## src/rtl/cursor_pkg.sv

```systemverilog
// Shared types, screen defaults and the per-axis position arithmetic for the cursor engine.
package cursor_pkg;

  localparam int SCREEN_MAX_X = 639;
  localparam int SCREEN_MAX_Y = 479;

  localparam int BTN_RIGHT  = 0;
  localparam int BTN_LEFT   = 1;
  localparam int BTN_UP     = 2;
  localparam int BTN_DOWN   = 3;
  localparam int BTN_CENTER = 4;
  localparam int NUM_BTN    = 5;

  typedef enum logic [1:0] {IDLE, SLOW, FAST} hold_state_t;
  typedef enum logic [1:0] {DIR_NONE, DIR_POS, DIR_NEG} dir_t;

  // Opposing buttons cancel, so holding both reads as no motion on that axis.
  function automatic dir_t axis_dir(input logic pos, input logic neg);
    dir_t d;
    case ({pos, neg})
      2'b10:   d = DIR_POS;
      2'b01:   d = DIR_NEG;
      default: d = DIR_NONE;
    endcase
    return d;
  endfunction

  // Arithmetic is done 32 bits wide so p+s can never overflow before the edge test.
  function automatic logic [31:0] axis_next(input logic [31:0] p,
                                            input logic [31:0] s,
                                            input logic [31:0] max_p,
                                            input dir_t        dir,
                                            input logic        wrap);
    logic [31:0] r;
    r = p;
    case (dir)
      DIR_POS: begin
        if (p + s > max_p) r = wrap ? (p + s - (max_p + 32'd1)) : max_p;
        else               r = p + s;
      end
      DIR_NEG: begin
        if (p < s) r = wrap ? (p + (max_p + 32'd1) - s) : 32'd0;
        else       r = p - s;
      end
      default: r = p;
    endcase
    return r;
  endfunction

endpackage

```

## src/rtl/button_debouncer.sv

```systemverilog
// Two-flop synchroniser followed by a stable-sample counter; the clean level follows the
// synchronised input once it has differed for DEB_CYCLES consecutive cycles.
module button_debouncer
  import cursor_pkg::*;
#(
  parameter int DEB_CYCLES = 500_000
) (
  input  logic clk,
  input  logic reset,
  input  logic raw,
  output logic clean
);

  localparam int CW = (DEB_CYCLES > 1) ? $clog2(DEB_CYCLES) : 1;
  localparam logic [CW-1:0] CNT_LAST = CW'(DEB_CYCLES - 1);

  logic          sync1_q, sync2_q;
  logic          clean_q;
  logic [CW-1:0] cnt_q;

  always_ff @(posedge clk or posedge reset) begin
    if (reset) begin
      sync1_q <= 1'b0;
      sync2_q <= 1'b0;
      clean_q <= 1'b0;
      cnt_q   <= '0;
    end else begin
      // NOTE: non-blocking so sync2_q takes the previous sync1_q and the chain stays two flops deep.
      sync1_q <= raw;
      sync2_q <= sync1_q;
      if (sync2_q == clean_q) begin
        cnt_q <= '0;
      end else if (cnt_q == CNT_LAST) begin
        clean_q <= sync2_q;
        cnt_q   <= '0;
      end else begin
        cnt_q <= cnt_q + 1'b1;
      end
    end
  end

  assign clean = clean_q;

endmodule

```

## src/rtl/cursor_controller.sv

```systemverilog
// Cursor engine: debounced buttons drive a tick-paced cursor with hold-to-accelerate,
// clamp/wrap edges, and a paint level plus start pulse from the centre button.
module cursor_controller
  import cursor_pkg::*;
#(
  parameter int MAX_X       = SCREEN_MAX_X,
  parameter int MAX_Y       = SCREEN_MAX_Y,
  parameter int TICK_DIV    = 1_000_000,
  parameter int DEB_CYCLES  = 500_000,
  parameter int ACCEL_TICKS = 16,
  parameter int STEP_FAST   = 4,
  localparam int WX = $clog2(MAX_X + 1),
  localparam int WY = $clog2(MAX_Y + 1)
) (
  input  logic          clk,
  input  logic          reset,
  input  logic          btn_right,
  input  logic          btn_left,
  input  logic          btn_up,
  input  logic          btn_down,
  input  logic          btn_center,
  input  logic          wrap_en,
  output logic [WX-1:0] cursor_x,
  output logic [WY-1:0] cursor_y,
  output logic          paint,
  output logic          paint_start,
  output logic          fast
);

  localparam int TCW = $clog2(TICK_DIV);
  localparam int HCW = $clog2(ACCEL_TICKS + 1);
  localparam logic [TCW-1:0] TICK_LAST  = TCW'(TICK_DIV - 1);
  localparam logic [HCW-1:0] ACCEL_LAST = HCW'(ACCEL_TICKS);

  logic [NUM_BTN-1:0] btn_raw, btn_clean;

  assign btn_raw[BTN_RIGHT]  = btn_right;
  assign btn_raw[BTN_LEFT]   = btn_left;
  assign btn_raw[BTN_UP]     = btn_up;
  assign btn_raw[BTN_DOWN]   = btn_down;
  assign btn_raw[BTN_CENTER] = btn_center;

  for (genvar i = 0; i < NUM_BTN; i++) begin : g_deb
    button_debouncer #(.DEB_CYCLES(DEB_CYCLES)) u_deb (
      .clk   (clk),
      .reset (reset),
      .raw   (btn_raw[i]),
      .clean (btn_clean[i])
    );
  end

  logic [TCW-1:0] tick_cnt_q;
  logic           tick;

  always_ff @(posedge clk or posedge reset) begin
    if (reset)                   tick_cnt_q <= '0;
    else if (tick_cnt_q == TICK_LAST) tick_cnt_q <= '0;
    else                         tick_cnt_q <= tick_cnt_q + 1'b1;
  end

  assign tick = (tick_cnt_q == TICK_LAST);

  dir_t dx, dy;
  logic any_dir;

  assign dx      = axis_dir(btn_clean[BTN_RIGHT], btn_clean[BTN_LEFT]);
  assign dy      = axis_dir(btn_clean[BTN_DOWN],  btn_clean[BTN_UP]);
  assign any_dir = (dx != DIR_NONE) || (dy != DIR_NONE);

  hold_state_t    state_q;
  logic [HCW-1:0] hold_cnt_q, hold_cnt_d;
  logic           fast_q;
  logic [WX-1:0]  x_q, x_d;
  logic [WY-1:0]  y_q, y_d;
  logic [31:0]    step, x_next, y_next;

  always_comb begin
    // NOTE: every output of this block gets a value up front so no path leaves one unassigned (no latch).
    step       = (state_q == FAST) ? 32'(STEP_FAST) : 32'd1;
    x_next     = axis_next(32'(x_q), step, 32'(MAX_X), dx, wrap_en);
    y_next     = axis_next(32'(y_q), step, 32'(MAX_Y), dy, wrap_en);
    x_d        = WX'(x_next);
    y_d        = WY'(y_next);
    hold_cnt_d = hold_cnt_q + 1'b1;
  end

  // Releasing every direction drops to IDLE on any cycle; movement only happens on tick.
  always_ff @(posedge clk or posedge reset) begin
    if (reset) begin
      state_q    <= IDLE;
      hold_cnt_q <= '0;
      fast_q     <= 1'b0;
      x_q        <= WX'(MAX_X / 2);
      y_q        <= WY'(MAX_Y / 2);
    end else if (!any_dir) begin
      state_q    <= IDLE;
      hold_cnt_q <= '0;
      fast_q     <= 1'b0;
    end else if (tick) begin
      x_q <= x_d;
      y_q <= y_d;
      case (state_q)
        IDLE: begin
          hold_cnt_q <= HCW'(1);
          if (ACCEL_TICKS == 1) begin
            state_q <= FAST;
            fast_q  <= 1'b1;
          end else begin
            state_q <= SLOW;
          end
        end
        SLOW: begin
          hold_cnt_q <= hold_cnt_d;
          if (hold_cnt_d == ACCEL_LAST) begin
            state_q <= FAST;
            fast_q  <= 1'b1;
          end
        end
        FAST: begin
          fast_q <= 1'b1;
        end
        default: begin
          state_q    <= IDLE;
          hold_cnt_q <= '0;
          fast_q     <= 1'b0;
        end
      endcase
    end
  end

  logic paint_q;

  always_ff @(posedge clk or posedge reset) begin
    if (reset) paint_q <= 1'b0;
    else       paint_q <= btn_clean[BTN_CENTER];
  end

  assign cursor_x    = x_q;
  assign cursor_y    = y_q;
  assign fast        = fast_q;
  assign paint       = paint_q;
  assign paint_start = btn_clean[BTN_CENTER] & ~paint_q;

endmodule

```

## config.mk

```make
export PLATFORM = sky130hd
export DESIGN_NAME = cursor_controller
export DESIGN_NICKNAME = d
export VERILOG_FILES = /design/src/rtl/cursor_pkg.sv /design/src/rtl/button_debouncer.sv /design/src/rtl/cursor_controller.sv
export SDC_FILE = /design/constraint.sdc
export NUM_CORES = 1
export LEC_CHECK = 0
export BUFFER_PORTS_ARGS = -buffer_cell sky130_fd_sc_hd__clkbuf_2
export CORE_UTILIZATION = 60
export CTS_BUF_LIST = sky130_fd_sc_hd__clkbuf_2 sky130_fd_sc_hd__clkbuf_4 sky130_fd_sc_hd__clkbuf_8
export CTS_CLUSTER_SIZE = 12
export DETAILED_ROUTE_END_ITERATION = 10
export PLACE_DENSITY_LB_ADDON = 0.1
export SYNTH_ARGS = -nofsm -noshare
export SYNTH_HDL_FRONTEND = slang
export SYNTH_SLANG_ARGS = --single-unit
export TNS_END_PERCENT = 100
```

## constraint.sdc

```tcl
create_clock -name clk -period 9 [get_ports clk]
set_clock_uncertainty 0.2 [all_clocks]
set_input_delay 0 -clock clk [delete_from_list [all_inputs] [get_ports clk]]
set_output_delay 0 -clock clk [all_outputs]
set_load 0.02 [all_outputs]
```

# ---- Word level (Yosys, flattened, before mapping)
# Index checks and enable logic that the tools add are counted.
dict set report totals {
  register_bits 158
  inputBits 8
  out_inout_bits 22
  elab_cells 132
}
dict set report op_classes {
  n_addsub 17
  n_lt_le_gt_ge 4
  n_eq_ne 26
  n_mux 35
  bitwise_logic 7
  reduce_logical 16
}
# operator n
set op_table {}
lappend op_table {{$mux 19} 10}
lappend op_table {{$add 19x1->19 const B} 5}
lappend op_table {{$eq 19x19->1 const B} 5}
lappend op_table {{$mux 10} 4}
lappend op_table {{$mux 9} 4}
lappend op_table {{$add 20x1->20 const B} 1}
lappend op_table {{$eq 20x20->1 const B} 1}
lappend op_table {{$mux 20} 1}
lappend op_table {{$pmux 10 s2} 1}
lappend op_table {{$sub 10x3->10} 2}
lappend op_table {{$pmux 9 s2} 1}
lappend op_table {{$sub 9x3->9} 2}
lappend op_table {{$pmux 5 s3} 1}
lappend op_table {{$reduce_and 2->1} 6}
lappend op_table {{$reduce_and 3->1} 4}
lappend op_table {{$add 10x3->11} 1}
lappend op_table {{$gt 11x10->1 const B} 1}
lappend op_table {{$add 10x10->10 const B} 1}
lappend op_table {{$add 9x3->10} 1}
lappend op_table {{$eq 2x1->1 const B} 5}
lappend op_table {{$eq 2x2->1 const B} 5}
lappend op_table {{$gt 10x9->1 const B} 1}
lappend op_table {{$lt 10x3->1} 1}
lappend op_table {{$mux 5} 2}
lappend op_table {{other kinds (20)} 39}

# ---- Depth between registers and ports, before layout
# Gate-level depths: netlist (run 1).
dict set report logic_depth {
  depth_word 7
  mapped_depth 15
  ltp_nobuf 15
}

# ---- By module
# From an unflattened synthesis (run 1), not the netlist that was laid out.
dict set report hier_totals {
  hier_cells 1061
  area_unflattened_um2 9939.5
}
# mod n_inst cells_each area_per_inst_um2
set modules_own_cells {}
lappend modules_own_cells {button_debouncer 5 103 1091.0}
lappend modules_own_cells {cursor_controller 1 546 4484.3}

# ---- Worst setup path after synthesis (run 1)
# No wires, ideal clock.
dict set report synth_path {
  path_kind {reg2reg}
  startpoint {reg state_q[0]}
  endpoint {reg x_q[1], in the netlist cursor_x[1]}
  setup_ns 0.082
  arrival_time_ns 3.246
  required_time_ns 8.718
  path_slack_ns 5.472
  path_stages_with_launch 15
  n_path_buf 0
  synth_period_minus_slack_ns 3.528
  cell_sequence {dfrtp_1 inv_1 ha_1 inv_1 ha_1 and3b_1 or2_2 nand3_1 xnor2_1 ha_1 nand2_1 o2bb2ai_1 a31oi_1 and3_1 a211o_1}
}
dict set report synth_between {
  elab_chain_cells 7
  word_cells_on_any_way 13
}
# item line_no
set synth_rtl {}
lappend synth_rtl {{from (decl)} cursor_controller.sv:70} ;# hold_state_t state_q;
lappend synth_rtl {{from (signal assigned)} cursor_controller.sv:90} ;# state_q <= IDLE;
lappend synth_rtl {{from (signal assigned)} cursor_controller.sv:96} ;# state_q <= IDLE;
lappend synth_rtl {{from (signal assigned)} cursor_controller.sv:106} ;# state_q <= FAST;
lappend synth_rtl {{$eq 2x2->1 *} cursor_controller.sv:79} ;# step = (state_q == FAST) ? 32'(STEP_FAST) : 32'd1;
lappend synth_rtl {{$mux 3 *} cursor_controller.sv:79}
lappend synth_rtl {{$add 10x3->11} {cursor_pkg.sv:38, cursor_pkg.sv:39}}
lappend synth_rtl {{$sub 10x10->10} cursor_pkg.sv:38} ;# if (p + s > max_p) r = wrap ? (p + s - (max_p + 32'd1)) : max_p;
lappend synth_rtl {{$mux 10 (2 in series)} cursor_pkg.sv:38}
lappend synth_rtl {{$pmux 10 s2 *} cursor_pkg.sv:36} ;# case (dir)
lappend synth_rtl {{to (signal assigned)} cursor_controller.sv:93} ;# x_q <= WX'(MAX_X / 2);
lappend synth_rtl {{to (decl)} cursor_controller.sv:73} ;# logic [WX-1:0] x_q, x_d;
# Every way passes the cells marked *; elsewhere a longest branch is shown, timed or not.
# A chain may end at the register's enable or synchronous reset.

# ---- Final worst setup path (run 1)
# Same ends and word-level chain as after synthesis.

==> results of run 1 <==
cell type report:
cell class,count,area (um^2)
sequential,158,3970
multi-input combinational,787,5130
tap,211,264
clock buffer,19,255
fill,1306,5020
timing repair buffer,42,273
inverter,49,189
clock inverter,13,154
state kept, by name, indices dropped and copies added, names as in the netlist:
register	flops
g_deb.u_deb.sync1_q	5
paint	1
g_deb.u_deb.clean	5
hold_cnt_q	5
g_deb.u_deb.cnt_q	95
g_deb.u_deb.sync2_q	5
fast	1
state_q	2
cursor_y	9
tick_cnt_q	20
cursor_x	10
cells by family after synthesis:
kind of cell    synth area share
buf+inv                   0.0325
fa+ha+maj                 0.0817
mux                      0.00585
simple gates               0.242
flops                      0.422
compound gates             0.107
xor+xnor                   0.109
critical path: cells and delay by family, from the launching register on:
kind | cells | cell delay, ps
AOI/OAI and AO/OA | 3 | 680
adders and majority gates | 3 | 1150
xor gates and xnor gates | 1 | 230
and+or+nand+nor | 5 | 1030
DFF | 1 | 410
buffers and inverters | 2 | 330
final timing paths:
| check | startpoint | end | slack (ps) | cells past startpoint |
|---|---|---|---|---|
| max | state_q[0] | cursor_x[1] | 4890 | 14 |
| min | reset | g_deb[3].u_deb.sync1_q | 30 | 3 |
| max reg2reg | state_q[0] | cursor_x[1] | 4890 | 14 |
| min reg2reg | g_deb[0].u_deb.sync1_q | g_deb[0].u_deb.sync2_q | 160 | 0 |
| max in group asynchronous | reset | g_deb[0].u_deb.cnt_q[9] | 7130 | 4 |
| min in group clk | g_deb[0].u_deb.sync1_q | g_deb[0].u_deb.sync2_q | 160 | 0 |
power by group through the flow:
stage / Combinational, mW / Clock, mW / Sequential, mW
2_1_floorplan: 0.0276 / 0 / 0.736
3_3_place_gp: 0.0366 / 0 / 0.737
3_5_place_dp: 0.0373 / 0 / 0.737
4_1_cts: 0.0415 / 0.557 / 0.724
5_1_grt: 0.0471 / 0.583 / 0.725
6_report: 0.0401 / 0.546 / 0.724
timing repair:
item | CTS | global route
hold buffers | 12 | 0
setup buffers | 0 | 0
hold endpoints to repair | 86 | 0
endpoints found under the setup margin | 0 | 0
cells in the mapped netlist (all sizes together) (6+ instances only):
library cell	instances
a21oi	40
a21o	6
nor2	152
nor4	8
or3	17
nand2	78
dfrtp	144
inv	48
nor2b	8
clkbuf	29
and3	22
o211ai	8
o21bai	6
dfstp	14
or2	8
o21ai	36
xnor2	51
nor3	20
ha	55
nand4	11
a31oi	9
xor2	66
and4	9
nand3	70
nand2b	15
routing by layer:
metal	vias up	track usage	share of wire	wire length, um
li1	3612	-	-	-
met1	3435	0.363	0.50	9370
met2	154	0.380	0.45	8410
met3	26	0.0461	0.041	779
met4	0	0.0798	0.013	252
met5	-	0	0	0
==> impl_metrics.csv, run 1 <==
group,metric,value,unit
worst_hold_path,hold_path_class,"in -> async",
logic_synthesis,portion_of_the_post_synthesis_area_used_by_sequential_elements,0.422,
power,internal_power_component,0.993,mW
critical_path,criticalPathCategory,"reg -> reg",
critical_path,cp_data_arrival_time,4300,ps
power,worst_ir_drop_vdd,0.000121,V
logic_synthesis,syn_nets,1091,
die,core_region_area,0.0153,mm^2
run_status,status,"completed",
cts,tritoncts,"yes",
global_routing,grt_util_all_layers,0.250,
drt,routed-via-count,7227,
place,placement.setup.worst_slack,4960,ps
logic_synthesis,ys_top_cells_by_area,"sky130_fd_sc_hd__dfrtp_1 (38%), sky130_fd_sc_hd__ha_1 (7.3%), sky130_fd_sc_hd__xor2_1 (6.1%), sky130_fd_sc_hd__nor2_1 (6.0%), sky130_fd_sc_hd__xnor2_1 (4.7%)",
die,die_area,0.0162,mm^2
timing,fin_setup_tns,0,ps
finish,layout.cells.most_common,"sky130_fd_sc_hd__nor2_1",
drt,vias_per_cell,5.65,
finish,final_instance_count_excl_fillers,1279,
power,power_density,128,mW/mm^2
finish,antenna_cells_inserted,0,
power,power,1.31,mW
critical_path,cp-end-kind,"flop",
power,comb_power_share,0.031,
finish,layout_common_cells,"sky130_fd_sc_hd__nor2_1 (150), sky130_fd_sc_hd__dfrtp_1 (144), sky130_fd_sc_hd__nand2_1 (78)",
critical_path,cp_data_required_time,9190,ps
cts,cts-buffers-inserted,17,
place,dp.final_hpwl,12800,um
cts,worstSkewPairLatency,470,ps
drt,route.detailed.drc,0,
cts,cts.htree.levels,4,
timing,slew_viol_final,0,
die,placementRows,45,
cts,cts.root.buffer_cell,"sky130_fd_sc_hd__clkbuf_8",
global_routing,via_count_of_the_first_global_routing_pass,6731,
power,leakagePower,4.42,nW
finish,final_cell_area,0.0102,mm^2
critical_path,critical-path-max-stage-delay,520,ps
power,clkPwrFrac,0.417,
power,share_seq_of_total_power,0.552,
cts,max-clock-path-buffers,2,
critical_path,critPathSlowestCell,"sky130_fd_sc_hd__ha_1",
logic_synthesis,synthCells,1024,
logic_synthesis,synth_edf_count,0,
logic_synthesis,yosysWarnings,0,
critical_path,worst-path-max-fanout,8,
place,gpl.final_weighted_congestion,0.874,
place,buffer_ports.inserted,29,
global_routing,grt_start_max_net_pins,82,
logic_synthesis,ys.flop_type,"sky130_fd_sc_hd__dfrtp_1",
die,starting_density,0.616,
timing,worstMarginPinSlew,997,ps
logic_synthesis,ys_ff_latch,158,
drt,routed_wl,18800,um
logic_synthesis,yosysTopAreaCell,"sky130_fd_sc_hd__dfrtp_1",
die,die_width,127,um
timing,grt_setup_unrepaired,"false",
global_routing,grt_antenna_before_repair,0,
drt,drtPass1Iterations,5,
timing,min_period_over_period,0.456,
global_routing,grt_overflow_total,0,
logic_synthesis,async_flop_share,1.00,
drt,initialDrtViolationCount,568,
drt,avgRoutedWirePerCell,14.7,um
cts,post_cts_resize_count,0,
critical_path,cp_cell_sequence,"inv_1 > ha_1 > inv_1 > ha_1 > and3b_1 > or2_2 > nand3_1 > xnor2_1 > ha_1 > nand2_1 > o2bb2ai_1 > a31oi_1 > and3_1 > a211o_1",
timing,period_needed,4110,ps
place,numPlacedInstances,1235,
critical_path,crit_path_start_kind,"flop",
timing,achievable-frequency,0.244,GHz
die,ios,30,
logic_synthesis,synth_area,0.00941,mm^2
logic_synthesis,yosysTopAreaCellShare,0.383,
logic_synthesis,synth_cell_type_count,71,
run,max_cap_viols,0,
die,die_h,127,um
timing,timing.hold.ws,29.7,ps
timing,setup-violations-final,0,
cts,clkSinkCount,158,
timing,hold_vio_cnt_final,0,
place,post_dp_cell_area,0.00971,mm^2
logic_synthesis,synth.avg_cell_area,9.18,um^2
timing,slew_hr,0.335,
finish,syn_to_final_growth,8.82,%
power,power.switching,0.317,mW
cts,cts.clk_slew.worst_paths,90,ps
timing,finalWorstSetupSlack,4890,ps
global_routing,wire_length_of_the_first_global_routing_pass,32300,um
finish,post_route_cells_drive_above_1_share,0.0936,
finish,postLayoutCoreUtil,0.671,
finish,finalNetCount,1122,
drt,drt.antenna.violating_nets,0,
critical_path,path_common_cell,"sky130_fd_sc_hd__ha_1",
power,p_sw_frac,0.242,
Note: power is estimated with default switching activity, not from simulation.
==> inputs of run 2 (changes only) <==
--- a/config.mk
+++ b/config.mk
@@ -5,8 +5,9 @@
 export SDC_FILE = /design/constraint.sdc
 export NUM_CORES = 1
 export LEC_CHECK = 0
+export ABC_AREA = 1
 export BUFFER_PORTS_ARGS = -buffer_cell sky130_fd_sc_hd__clkbuf_2
-export CORE_UTILIZATION = 60
+export CORE_UTILIZATION = 59
 export CTS_BUF_LIST = sky130_fd_sc_hd__clkbuf_2 sky130_fd_sc_hd__clkbuf_4 sky130_fd_sc_hd__clkbuf_8
 export CTS_CLUSTER_SIZE = 12
 export DETAILED_ROUTE_END_ITERATION = 10
==> constraint.sdc (replaced) <==
create_clock -name clk -period 3.3 [get_ports clk]
set_clock_uncertainty 0.2 [all_clocks]
set_input_delay 0 -clock clk [delete_from_list [all_inputs] [get_ports clk]]
set_output_delay 0 -clock clk [all_outputs]
set_load 0.02 [all_outputs]
==> impl_metrics.csv, run 2 <==
group,metric,value,unit
global_routing,grt_start_max_net_pins,69,
critical_path,cp-end-kind,"flop",
finish,antenna_cells_inserted,0,
timing,slew_hr,0.457,
drt,drtPass1Iterations,5,
logic_synthesis,synthAdderAreaFrac,0.0781,
timing,hold_vio_cnt_final,0,
die,die_area,0.0172,mm^2
timing,achievable-frequency,0.328,GHz
cts,cts.htree.levels,4,
logic_synthesis,yosysTopAreaCellShare,0.366,
critical_path,critPathSlowestCell,"sky130_fd_sc_hd__dfrtp_1",
logic_synthesis,synthMostInstantiatedCell,"sky130_fd_sc_hd__nand2_1",
timing,setup-violations-final,0,
logic_synthesis,portion_of_the_post_synthesis_area_used_by_sequential_elements,0.404,
logic_synthesis,ys_ff_latch,158,
place,dp.final_hpwl,14600,um
critical_path,critical-path-max-stage-delay,390,ps
logic_synthesis,yosys.area_share.xor_xnor,0.0508,
timing,worstMarginPinSlew,813,ps
finish,layout_common_cells,"sky130_fd_sc_hd__nand2_1 (264), sky130_fd_sc_hd__inv_1 (191), sky130_fd_sc_hd__dfrtp_1 (144)",
timing,slew_viol_final,0,
logic_synthesis,synthCells,1267,
logic_synthesis,yosysWarnings,0,
critical_path,cp.buffers_inverters,6,
die,core_region_area,0.0161,mm^2
power,worst_ir_drop_vdd,0.000330,V
logic_synthesis,synth_area,0.00984,mm^2
logic_synthesis,yosysTopAreaCell,"sky130_fd_sc_hd__dfrtp_1",
critical_path,crit_path_start_kind,"flop",
logic_synthesis,ys_top_cells_by_area,"sky130_fd_sc_hd__dfrtp_1 (37%), sky130_fd_sc_hd__nand2_1 (10%), sky130_fd_sc_hd__inv_1 (7.4%), sky130_fd_sc_hd__ha_1 (7.0%), sky130_fd_sc_hd__nor2_1 (5.3%)",
global_routing,grt_antenna_before_repair,0,
die,die_h,131,um
run,max_cap_viols,0,
power,power_density,332,mW/mm^2
cts,worstSkewPairLatency,460,ps
logic_synthesis,synthSimpleGateAreaFrac,0.299,
finish,registers.top_by_ff_count,"g_deb.u_deb.cnt_q",
critical_path,criticalPathCategory,"reg -> reg",
finish,layout.cells.most_common,"sky130_fd_sc_hd__nand2_1",
drt,routed_wl,20100,um
place,gpl.final_weighted_congestion,0.884,
run_status,status,"completed",
finish,largest_reg_flops,95,
finish,syn_to_final_growth,10.2,%
die,starting_density,0.613,
timing,fin_setup_tns,0,ps
critical_path,worst-path-max-fanout,6,
logic_synthesis,async_flop_share,1.00,
drt,drt.antenna.violating_nets,0,
die,ios,30,
critical_path,path_common_cell,"sky130_fd_sc_hd__nand2_1",
critical_path,cp_cell_sequence,"inv_1 > ha_1 > inv_2 > ha_2 > inv_2 > nand3_1 > nand2_2 > nand3_1 > nand2_1 > inv_1 > ha_1 > inv_1 > nand2_1 > nand3_1 > nand2_1 > inv_1 > nand2_2 > nand2_1 > nand2_1 > nand2_1",
logic_synthesis,synth_cell_type_count,51,
critical_path,cp_data_required_time,3500,ps
timing,period_needed,3050,ps
finish,post_route_cells_drive_above_1_share,0.102,
drt,initialDrtViolationCount,526,
cts,max-clock-path-buffers,2,
logic_synthesis,most_common_library_cells_after_synthesis,"sky130_fd_sc_hd__nand2_1 (265), sky130_fd_sc_hd__inv_1 (194), sky130_fd_sc_hd__dfrtp_1 (144)",
cts,clkSinkCount,158,
global_routing,wire_length_of_the_first_global_routing_pass,35200,um
drt,route.detailed.drc,0,
power,leakagePower,5.38,nW
logic_synthesis,fraction_of_the_mapped_netlist_area_in_compound_gates,0.0826,
cts,cts.clk_slew.worst_paths,90,ps
logic_synthesis,synth_edf_count,0,
logic_synthesis,synth_top_family_by_area,"simple AND/OR/NAND/NOR gates",
die,placementRows,46,
timing,grt_setup_unrepaired,"false",
critical_path,timing.critical_path.max_delay_family,"simple AND/OR/NAND/NOR gates",
drt,routed-via-count,8244,
global_routing,grt_overflow_total,0,
die,die_width,131,um
power,power,3.60,mW
drt,vias_per_cell,5.30,
drt,avgRoutedWirePerCell,12.9,um
cts,cts-buffers-inserted,17,
timing,min_period_over_period,0.924,
cts,tritoncts,"yes",
logic_synthesis,synth.avg_cell_area,7.76,um^2
worst_hold_path,hold_path_class,"in -> async",
logic_synthesis,synth.area.mux_share,0.00572,
finish,finalNetCount,1393,
logic_synthesis,ys.flop_type,"sky130_fd_sc_hd__dfrtp_1",
cts,cts.root.buffer_cell,"sky130_fd_sc_hd__clkbuf_8",
critical_path,cp_data_arrival_time,3250,ps
global_routing,via_count_of_the_first_global_routing_pass,7797,
logic_synthesis,syn_nets,1334,
place,buffer_ports.inserted,29,
global_routing,grt_util_all_layers,0.246,
run 2: what timing repair did:
action | CTS | global route
resized for setup | 0 | 5
hold buffers | 12 | 0
buffers inserted | 0 | 2
endpoints found under the hold margin | 92 | 0
setup endpoints to repair | 0 | 14
run 2: cell type report:
type                       count  area (um^2)
clock buffer                  18          248
clock inverter                14          175
inverter                     199          751
sequential                   158         3970
timing repair buffer          47          335
multi-input combinational    903         5090
fill                        1345         5220
tap                          216          270
run 2: worst reg2reg max path, cell delays in order (launching register included):
cell and delay, ps:
sky130_fd_sc_hd__dfrtp_1 390, sky130_fd_sc_hd__inv_1 80, sky130_fd_sc_hd__ha_1 230, sky130_fd_sc_hd__inv_2 110, sky130_fd_sc_hd__ha_2 330, sky130_fd_sc_hd__inv_2 120, sky130_fd_sc_hd__nand3_1 140, sky130_fd_sc_hd__nand2_2 160
sky130_fd_sc_hd__nand3_1 80, sky130_fd_sc_hd__nand2_1 120, sky130_fd_sc_hd__inv_1 60, sky130_fd_sc_hd__ha_1 210, sky130_fd_sc_hd__inv_1 70, sky130_fd_sc_hd__nand2_1 70, sky130_fd_sc_hd__nand3_1 120, sky130_fd_sc_hd__nand2_1 110
sky130_fd_sc_hd__inv_1 100, sky130_fd_sc_hd__nand2_2 90, sky130_fd_sc_hd__nand2_1 90, sky130_fd_sc_hd__nand2_1 50, sky130_fd_sc_hd__nand2_1 60
run 2: where the power goes:
part / total, mW / switching (mW) / internal, mW
Clock: 1.50 / 0.784 / 0.721
Combinational: 0.128 / 0.0873 / 0.0402
Sequential: 1.97 / 0.0153 / 1.96
Total: 3.60 / 0.886 / 2.72
run 2: through the flow:
stage	worst slack, ps	instance area [um^2]	utilization	hold WS (ps)	instances
2_1_floorplan	379	9840	-	-169	1267
3_3_place_gp	321	10300	0.640	-92.3	1509
3_5_place_dp	169	10300	0.640	-90.4	1509
4_1_cts	135	10800	0.674	11.5	1553
5_1_grt	1.84	10800	0.675	91.3	1555
6_report	251	10800	0.675	32.3	1555
run 2: path summary, 6_finish.rpt:
check,start,endpoint,slack (ps),cells after the start
max in group asynchronous,reset,cursor_y[7],2030,4
hold / removal,reset,g_deb[4].u_deb.sync1_q,30,3
hold reg to reg,g_deb[1].u_deb.sync1_q,g_deb[1].u_deb.sync2_q,150,0
setup / recovery,state_q[0],cursor_x[1],250,20
setup reg to reg,state_q[0],cursor_x[1],250,20
min in group clk,g_deb[1].u_deb.sync1_q,g_deb[1].u_deb.sync2_q,150,0
run 2: logic make-up (layout without fill, tap and decap cells):
group                    Yosys count  after routing
AO/OA/AOI/OAI                    145            145
AND/OR/NAND/NOR                  637            637
flip-flops                       158            158
XOR/XNOR                          57             57
multiplexers                       5              5
adder cells (fa/ha/maj)           59             59
buffers and inverters            206            278
run 2: routing by layer:
| layer | vias to the layer above | GRT usage | routed length, um |
|---|---|---|---|
| met3 | 23 | 0.0401 | 777 |
| met4 | 0 | 0.0712 | 211 |
| li1 | 4243 | - | - |
| met2 | 160 | 0.398 | 9380 |
| met5 | - | 0 | 0 |
| met1 | 3818 | 0.342 | 9710 |
